[src/rtl/m_mem_ctrl_if.sv]
// Word-organised data memory bus between the load/store initiator (master) and memory (slave).
interface m_mem_ctrl_if;
    logic        m_req;
    logic        m_we;
    logic [31:0] m_addr;
    logic [3:0]  m_byteen;
    logic [31:0] m_wdata;
    logic        m_ack;
    logic [31:0] m_rdata;

    modport master (
        output m_req, m_we, m_addr, m_byteen, m_wdata,
        input  m_ack, m_rdata
    );

    modport slave (
        input  m_req, m_we, m_addr, m_byteen, m_wdata,
        output m_ack, m_rdata
    );
endinterface

[src/rtl/m_mem_ctrl.sv]
// Memory-stage load/store initiator with lane steering, load extension and ack timeout.
// MEM_CTRL_ADDR_EXC_EN adds misaligned-address exceptions (exc/exc_code) instead of a bus cycle.
module m_mem_ctrl #(
    parameter int TIMEOUT = 255
) (
    input  logic        clk,
    input  logic        reset,
    input  logic        req_valid,
    input  logic        req_we,
    input  logic [1:0]  req_width,
    input  logic        req_sign,
    input  logic [31:0] req_addr,
    input  logic [31:0] req_wdata,
    output logic        stall,
    output logic [31:0] rdata,
    output logic        rdata_valid,
    output logic        bus_err,
`ifdef MEM_CTRL_ADDR_EXC_EN
    output logic        exc,
    output logic [4:0]  exc_code,
`endif
    m_mem_ctrl_if.master bus
);

    // state | meaning
    // IDLE  | waiting for an M-stage access
    // BUSY  | bus request open, waiting for ack or timeout
    // DONE  | result/abort pulses visible, pipeline advances
    typedef enum logic [1:0] {IDLE, BUSY, DONE} state_t;

    localparam logic [7:0] CNT_LAST = 8'(TIMEOUT - 1);

    state_t      state, state_nx;
    logic        capture, load_done, abort;
    logic        cap_we, cap_sign;
    logic [1:0]  cap_width;
    logic [31:0] cap_addr, cap_wdata;
    logic [7:0]  cnt;
    logic [15:0] lane_h;
    logic [7:0]  lane_b;
    logic [31:0] load_ext;
    logic [3:0]  byteen;
    logic [31:0] wdata_rep;
    logic        busy;
`ifdef MEM_CTRL_ADDR_EXC_EN
    logic        exc_hit;
    logic        misaligned;
`endif

    always_ff @(posedge clk or posedge reset) begin
        if (reset) state <= IDLE;
        else       state <= state_nx;
    end

    always_comb begin
        state_nx  = state;
        capture   = 1'b0;
        load_done = 1'b0;
        abort     = 1'b0;
        stall     = 1'b0;
`ifdef MEM_CTRL_ADDR_EXC_EN
        exc_hit    = 1'b0;
        misaligned = (req_width == 2'b01) ? req_addr[0] :
                     (req_width == 2'b10) ? 1'b0 : (req_addr[1:0] != 2'b00);
`endif
        case (state)
            IDLE: begin
                stall = req_valid;
                if (req_valid) begin
                    capture  = 1'b1;
                    state_nx = BUSY;
`ifdef MEM_CTRL_ADDR_EXC_EN
                    if (misaligned) begin
                        exc_hit  = 1'b1;
                        state_nx = DONE;
                    end
`endif
                end
            end
            BUSY: begin
                stall = 1'b1;
                if (bus.m_ack) begin
                    state_nx  = DONE;
                    load_done = ~cap_we;
                end else if (cnt == CNT_LAST) begin
                    state_nx = DONE;
                    abort    = 1'b1;
                end
            end
            DONE:    state_nx = IDLE;
            default: state_nx = IDLE;
        endcase
    end

    always_ff @(posedge clk or posedge reset) begin
        if (reset) begin
            cap_we      <= 1'b0;
            cap_sign    <= 1'b0;
            cap_width   <= 2'b00;
            cap_addr    <= '0;
            cap_wdata   <= '0;
            cnt         <= '0;
            rdata       <= '0;
            rdata_valid <= 1'b0;
            bus_err     <= 1'b0;
`ifdef MEM_CTRL_ADDR_EXC_EN
            exc         <= 1'b0;
            exc_code    <= '0;
`endif
        end else begin
            rdata_valid <= load_done;
            bus_err     <= abort;
            if (capture) begin
                cap_we    <= req_we;
                cap_sign  <= req_sign;
                cap_width <= req_width;
                cap_addr  <= req_addr;
                cap_wdata <= req_wdata;
                cnt       <= '0;
            end else if (state == BUSY) begin
                cnt <= cnt + 8'd1;
            end
            if (load_done)  rdata <= load_ext;
            else if (abort) rdata <= '0;
`ifdef MEM_CTRL_ADDR_EXC_EN
            exc      <= exc_hit;
            exc_code <= req_we ? 5'd5 : 5'd4;
            if (exc_hit) rdata <= '0;
`endif
        end
    end

    // Load lane selection and extension from the returned word
    always_comb begin
        lane_h = cap_addr[1] ? bus.m_rdata[31:16] : bus.m_rdata[15:0];
        case (cap_addr[1:0])
            2'd0:    lane_b = bus.m_rdata[7:0];
            2'd1:    lane_b = bus.m_rdata[15:8];
            2'd2:    lane_b = bus.m_rdata[23:16];
            default: lane_b = bus.m_rdata[31:24];
        endcase
        case (cap_width)
            2'b01:   load_ext = {{16{cap_sign & lane_h[15]}}, lane_h};
            2'b10:   load_ext = {{24{cap_sign & lane_b[7]}}, lane_b};
            default: load_ext = bus.m_rdata;
        endcase
    end

    // Store lane steering; loads always read the full word
    always_comb begin
        case (cap_width)
            2'b01: begin
                byteen    = cap_addr[1] ? 4'b1100 : 4'b0011;
                wdata_rep = {2{cap_wdata[15:0]}};
            end
            2'b10: begin
                byteen    = 4'b0001 << cap_addr[1:0];
                wdata_rep = {4{cap_wdata[7:0]}};
            end
            default: begin
                byteen    = 4'b1111;
                wdata_rep = cap_wdata;
            end
        endcase
        if (!cap_we) byteen = 4'b1111;
    end

    assign busy         = (state == BUSY);
    assign bus.m_req    = busy;
    assign bus.m_we     = busy & cap_we;
    assign bus.m_addr   = busy ? {cap_addr[31:2], 2'b00} : 32'h0;
    assign bus.m_byteen = busy ? byteen : 4'b0000;
    assign bus.m_wdata  = busy ? wdata_rep : 32'h0;

endmodule

[src/flat_wrapper.sv]
// flat-port wrapper written by rule: the top's interface ports become plain ports
module m_mem_ctrl_flat 
#(
    parameter int TIMEOUT = 255
)
  (clk, reset, req_valid, req_we, req_width, req_sign, req_addr, req_wdata, stall, rdata, rdata_valid, bus_err, bus_m_req, bus_m_we, bus_m_addr, bus_m_byteen, bus_m_wdata, bus_m_ack, bus_m_rdata);
  m_mem_ctrl_if bus_i ();
  input  logic clk;
  input  logic reset;
  input  logic req_valid;
  input  logic req_we;
  input  logic [1:0] req_width;
  input  logic req_sign;
  input  logic [31:0] req_addr;
  input  logic [31:0] req_wdata;
  output logic stall;
  output logic [31:0] rdata;
  output logic rdata_valid;
  output logic bus_err;
  output wire logic [$bits(bus_i.m_req)-1:0] bus_m_req;
  output wire logic [$bits(bus_i.m_we)-1:0] bus_m_we;
  output wire logic [$bits(bus_i.m_addr)-1:0] bus_m_addr;
  output wire logic [$bits(bus_i.m_byteen)-1:0] bus_m_byteen;
  output wire logic [$bits(bus_i.m_wdata)-1:0] bus_m_wdata;
  input wire logic [$bits(bus_i.m_ack)-1:0] bus_m_ack;
  input wire logic [$bits(bus_i.m_rdata)-1:0] bus_m_rdata;
  assign bus_m_req = bus_i.m_req;
  assign bus_m_we = bus_i.m_we;
  assign bus_m_addr = bus_i.m_addr;
  assign bus_m_byteen = bus_i.m_byteen;
  assign bus_m_wdata = bus_i.m_wdata;
  assign bus_i.m_ack = bus_m_ack;
  assign bus_i.m_rdata = bus_m_rdata;
  m_mem_ctrl #(.TIMEOUT(TIMEOUT)) u_core (.clk(clk), .reset(reset), .req_valid(req_valid), .req_we(req_we), .req_width(req_width), .req_sign(req_sign), .req_addr(req_addr), .req_wdata(req_wdata), .stall(stall), .rdata(rdata), .rdata_valid(rdata_valid), .bus_err(bus_err), .bus(bus_i));
endmodule
[config.mk]
export PLATFORM = sky130hd
export DESIGN_NAME = m_mem_ctrl_flat
export DESIGN_NICKNAME = d
export VERILOG_FILES = /design/src/rtl/m_mem_ctrl_if.sv /design/src/rtl/m_mem_ctrl.sv /design/src/flat_wrapper.sv
export SDC_FILE = /design/constraint.sdc
export NUM_CORES = 1
export LEC_CHECK = 0
export BUFFER_PORTS_ARGS = -buffer_cell sky130_fd_sc_hd__buf_2
export CORE_MARGIN = 2
export CORE_UTILIZATION = 51
export CTS_BUF_LIST = sky130_fd_sc_hd__clkbuf_2 sky130_fd_sc_hd__clkbuf_4 sky130_fd_sc_hd__clkbuf_8
export DETAILED_ROUTE_END_ITERATION = 16
export MAX_ROUTING_LAYER = met4
export PLACE_DENSITY = 0.83
export SETUP_SLACK_MARGIN = 0.5
export SLEW_MARGIN = 0
export SYNTH_ARGS = -nofsm -noshare
export SYNTH_HDL_FRONTEND = slang
export SYNTH_SLANG_ARGS = --single-unit
[constraint.sdc]
create_clock -name clk -period 3.6 [get_ports clk]
set_input_delay 0.36 -clock clk [delete_from_list [all_inputs] [get_ports clk]]
set_output_delay 0.36 -clock clk [all_outputs]
set_load 0.1 [all_outputs]
## Word level (Yosys, flattened, before mapping)

Cells that the tools add are included.

- Output and inout bits: 105
- Input bits: 104
- Memory bits (read-only): 0
- Register bits: 112
- Memory bits (writable): 0
- Memories kept: 0
- Latch bits: 0

- Divide/modulo/power cells: 0
- Shift-type cells: 1
- Eq/ne operators: 8
- $mul: 0
- Magnitude comparators: 0
- Muxes and demuxes: 26
- Reductions and logical operators: 5
- Bitwise operators: 4
- Add/sub/neg operators: 1

Operator list:

| cell | count |
|---|---|
| 2-to-1 mux 32 bit | 4 |
| case mux 32 bit (2 select lines) | 2 |
| case mux 8 bit (3 select lines) | 1 |
| 2-to-1 mux 16 bit | 1 |
| 2-to-1 mux 8 bit | 2 |
| 2-to-1 mux 4 bit | 3 |
| adder 8 x 1 -> 8 bit, second input constant | 1 |
| == test 8 bit, second input constant | 1 |
| case mux 4 bit (2 select lines) | 1 |
| 2-to-1 mux 1 bit | 7 |
| == test 2 x 1 -> 1 bit, second input constant | 3 |
| 2-to-1 mux 2 bit | 3 |
| == test 2 bit, second input constant | 2 |
| logical NOT 2 bit | 2 |
| case mux 2 bit (2 select lines) | 1 |
| nonzero test 2 bit | 2 |
| << shifter 1 x 2 -> 4 bit, first input constant | 1 |
| bitwise AND 1 bit | 3 |
| inequality test 3 bit, second input constant | 1 |
| inequality test 2 bit, second input constant | 1 |
| case mux 1 bit (2 select lines) | 1 |
| AND reduction 2 bit | 1 |
| inverter 1 bit | 1 |

## Longest topological paths before layout

- Word-level depth: 6
- Mapped depth: 8
- Mapped depth without buffers: 6

## Worst setup path after synthesis

No wires, ideal clock.

- Path kind: register to output
- From: register u_core.state[1]
- To: output port bus_m_wdata[15]
- Arrival time: 3.390 ns
- Stages on the path, launching flop included: 7
- Required time: 3.240 ns
- Buffers on the path: 2
- Setup slack: -0.150 ns
- Cell sequence: dfrtp_1 > nand2b_1 > buf_6 > inv_2 > clkbuf_1 > nand2_1 > a21oi_1

- Cells in the longest elaborated chain, start to end: 2

RTL lines:

| what | line | RTL |
|---|---|---|
| start, declared | m_mem_ctrl.sv:33 | `state_t state, state_nx;` |
| start signal, assigned | m_mem_ctrl.sv:52 | `else state <= state_nx;` |
| == test 2 x 1 -> 1 bit | m_mem_ctrl.sv:168 | `assign busy = (state == BUSY);` |
| net bus_m_req | flat_wrapper.sv:20 | `output wire logic [$bits(bus_i.m_req)-1:0] bus_m_req;` |
| 2-to-1 mux 32 bit | m_mem_ctrl.sv:173 | `assign bus.m_wdata = busy ? wdata_rep : 32'h0;` |
| end, declared | flat_wrapper.sv:24 | `output wire logic [$bits(bus_i.m_wdata)-1:0] bus_m_wdata;` |

The timed path passes the listed nets, and every way through them passes these cells.

## Worst setup path after layout

- From: register u_core.cap_width[0]
- To: output port bus_m_wdata[12]

- Cells in the longest elaborated chain, start to end: 3

RTL lines:

| what | line | RTL |
|---|---|---|
| start, declared | m_mem_ctrl.sv:36 | `logic [1:0] cap_width;` |
| start signal, assigned | m_mem_ctrl.sv:116 | `cap_width <= req_width;` |
| == test 2 bit or == test 2 x 1 -> 1 bit (tied branches) | m_mem_ctrl.sv:151 | `case (cap_width)` |
| case mux 32 bit (2 select lines) * | m_mem_ctrl.sv:151 |  |
| 2-to-1 mux 32 bit * | m_mem_ctrl.sv:173 |  |

Mark *: on every way between the ends. The rest lies on a longest branch, timed or not.

==> reports/results.ini <==
[outcome]
status=completed

[global_route]
grtUsageTotal=0.274
grt_pass1_wl_mm=24.5
grt_pass1_vias=4994
antenna_found_initial=0
grtUsageMet1=0.359
overflow=0
use_met3=0.0416
globalRouteMet2Util=0.426
grt_max_degree=68
grt.busiest_layer=met2

[placement]
place_hpwl_mm=11.3
io_buffers=206
gp_congestion=0.866

[clock_tree]
clockBufferDepth=2
postCtsSetupBuffers=0
cts_htree_levels=3
cts-root-buf=clkbuf_8
cts_buffers=9
cts_tree=done
clock_latency_ps=360
clkSlewWorstSetupHoldPaths_ps=110
cts_sinks=112

[synth]
synth_area_leaders=dfrtp_1, nand2_1, a221o_1
synth_seq_cells=112
synthSimpleGateAreaFrac=0.244
post-synth-top-area-cell=dfrtp_1
synth_edf_count=0
synthAdderAreaFrac=0.00902
async_reset_ff_frac=1.00
synthesis.instances=630
seq_area_frac_synth=0.505
yosys.area.top_type_share=0.505
synth_compound_area_frac=0.172
synth_cell_types=49
syn_area_sq_mm=0.00555
synthMuxAreaShare=0.0167
yosysWarnings=0
synth_ff_type=dfrtp_1
yosys.area_share.xor_xnor=0.00316
synth_top_family_by_area=simple AND/OR/NAND/NOR gates
avgSynthCellArea_sq_um=8.81

[drt]
wl_mm=15.6
wl_per_cell_um=16.4
antenna_left=0
vias=5381
drt_iter0_markers=395
firstDrtPassIters=6
routed_via_density=5.65
post-route-drc-count=0

[min_path]
whs_path_depth=3
hold_start=req_wdata[21]
hold_path.class=in2reg
min_to=u_core.cap_wdata[21]

[timing]
max_slew_margin=0.178
finalMaxSlewViolations=0
worst_slew_pin_slew_ps=1230
whs_ps=171
fmax_ghz=0.347
finalHoldViolCount=0
tns_ps=0
rsz0062_at_grt=false
setup_viol=0
period_needed_ps=2880
fin_skew_ps=8.99
min_period_over_period=0.800

[worst_setup_path]
slowest_stage=nor2b_1
ff2ff_setup_slack_ps=1030
cp_data_arrival_time_ps=2520
worstPathMaxFanout=21
worstReg2RegEnd=u_core.rdata[5]
criticalPathCategory=reg2out
crit_buf_inv=2
crit_path_start_kind=flop
reg2regPathDepth=4
worst_path_largest_cell_delay_ps=660
cp_top_family=simple AND/OR/NAND/NOR gates
required_ps=3240
crit_chain=inv_1 -> ha_2 -> nor2b_1 -> a22oi_1 -> nor2_1 -> buf_12
rr_startpoint=u_core.state[1]
worstSetupEndpointType=primary output

[floorplan]
io_pins=209
die_w_um=108
fp-row-count=38
start_util=0.517
core_area_sq_mm=0.0107
dieArea_sq_mm=0.0117
die_h_um=108

[final_layout]
drive_above_1_share=0.298
nets=915
diodes=0
fin_util=0.645
area_growth_pct=25.0

[run]
drv_cap=0

## registers in the layout, summed over array words and instances, names as in the netlist
signal and flops:
u_core.cap_width 2, u_core.cnt 8, u_core.cap_we 1, u_core.cap_wdata 32, u_core.cap_sign 1, u_core.state 2, u_core.cap_addr 32, u_core.bus_err 1
u_core.rdata 32, u_core.rdata_valid 1
## stage by stage
| stage | cell area (sq um) | worst slack, ps | cells |
|---|---|---|---|
| global route | 6940 | 597 | 952 |
| finish | 6940 | 721 | 952 |
| global placement | 6710 | 492 | 936 |
| CTS | 6930 | 571 | 952 |
| detailed placement | 6710 | 425 | 936 |
| floorplan | 5570 | 519 | 631 |
## cells in the final DEF (no fill, tap or decap), types with 7 or more instances in the layout
master	synthesis	routed
and2_1	40	39
o2bb2ai_1	7	7
a22oi_1	15	15
nand3_1	8	8
clkbuf_8	0	12
dfrtp_1	112	112
inv_1	11	10
nor2_1	35	34
buf_12	0	7
a221o_1	32	32
nand2_1	215	214
a22o_1	8	8
mux2i_1	7	7
o21ai_0	26	26
buf_2	8	199
a21oi_1	11	8
## how the worst max path moves through the flow
stage                 endpoint  cells past startpoint                start  slack, ps
6_report       bus_m_wdata[12]                      6  u_core.cap_width[0]        720
5_1_grt        bus_m_wdata[12]                      6  u_core.cap_width[0]        600
4_1_cts        bus_m_wdata[12]                      7  u_core.cap_width[0]        570
3_5_place_dp   bus_m_wdata[12]                      7  u_core.cap_width[0]        420
3_3_place_gp   bus_m_wdata[13]                      7  u_core.cap_width[0]        490
2_1_floorplan  bus_m_wdata[16]                      6  u_core.cap_width[0]        520
## timing repair
action | 4_1_cts | 5_1_grt
endpoints found under the setup margin | 17 | 11
hold buffers | 0 | 0
pin swaps | 0 | 0
gates resized for setup | 3 | 2
## Yosys cell counts, types with 2 or more instances
cell type,instances
buf_6,3
and2_1,40
nor2b_1,5
o2bb2ai_1,7
nand2b_1,3
a21oi_1,11
o41ai_1,2
xor2_1,2
o21a_1,3
inv_2,2
a221o_1,32
a221oi_1,4
nand4_1,3
o21ai_0,26
mux2_1,2
nand2_1,215
o21ai_1,3
o31ai_1,2
a22oi_1,15
clkbuf_1,33
mux2i_1,7
o22ai_1,2
nor2_1,35
buf_2,8
a22o_1,8
dfrtp_1,112
o221ai_1,2
ha_1,4
nand3_1,8
buf_4,2
inv_1,11
## logic make-up (layout without fill, tap and decap cells)
family          Yosys count  in the layout
xor+xnor                  2              2
fa+ha+maj                 4              4
mux                       9              9
compound gates          125            125
flops                   112            112
buf+inv                  61            242
other cells               1              2
simple gates            316            316
## layer usage
metal  routed length [um]  part of all wire
met5                    0                 0
met1                 6490              0.42
met3                 1300             0.083
met4                  414             0.027
met2                 7410              0.47
## tightest hold or removal path, delay by kind of cell
family	cells	cell delay (ps)
buffers and inverters	1	70
AND/OR/NAND/NOR	2	80
## area by class of cell
cell class,count,area (sq um)
fill,946,3810
sequential,112,2800
multi-input combinational,458,2500
timing repair buffer,211,1170
tap,140,175
clock buffer,12,165
inverter,15,67.6
clock inverter,4,51.3
Power is not shown: default switching activity piles up to over one toggle a cycle in this logic, so the estimate is an artifact.
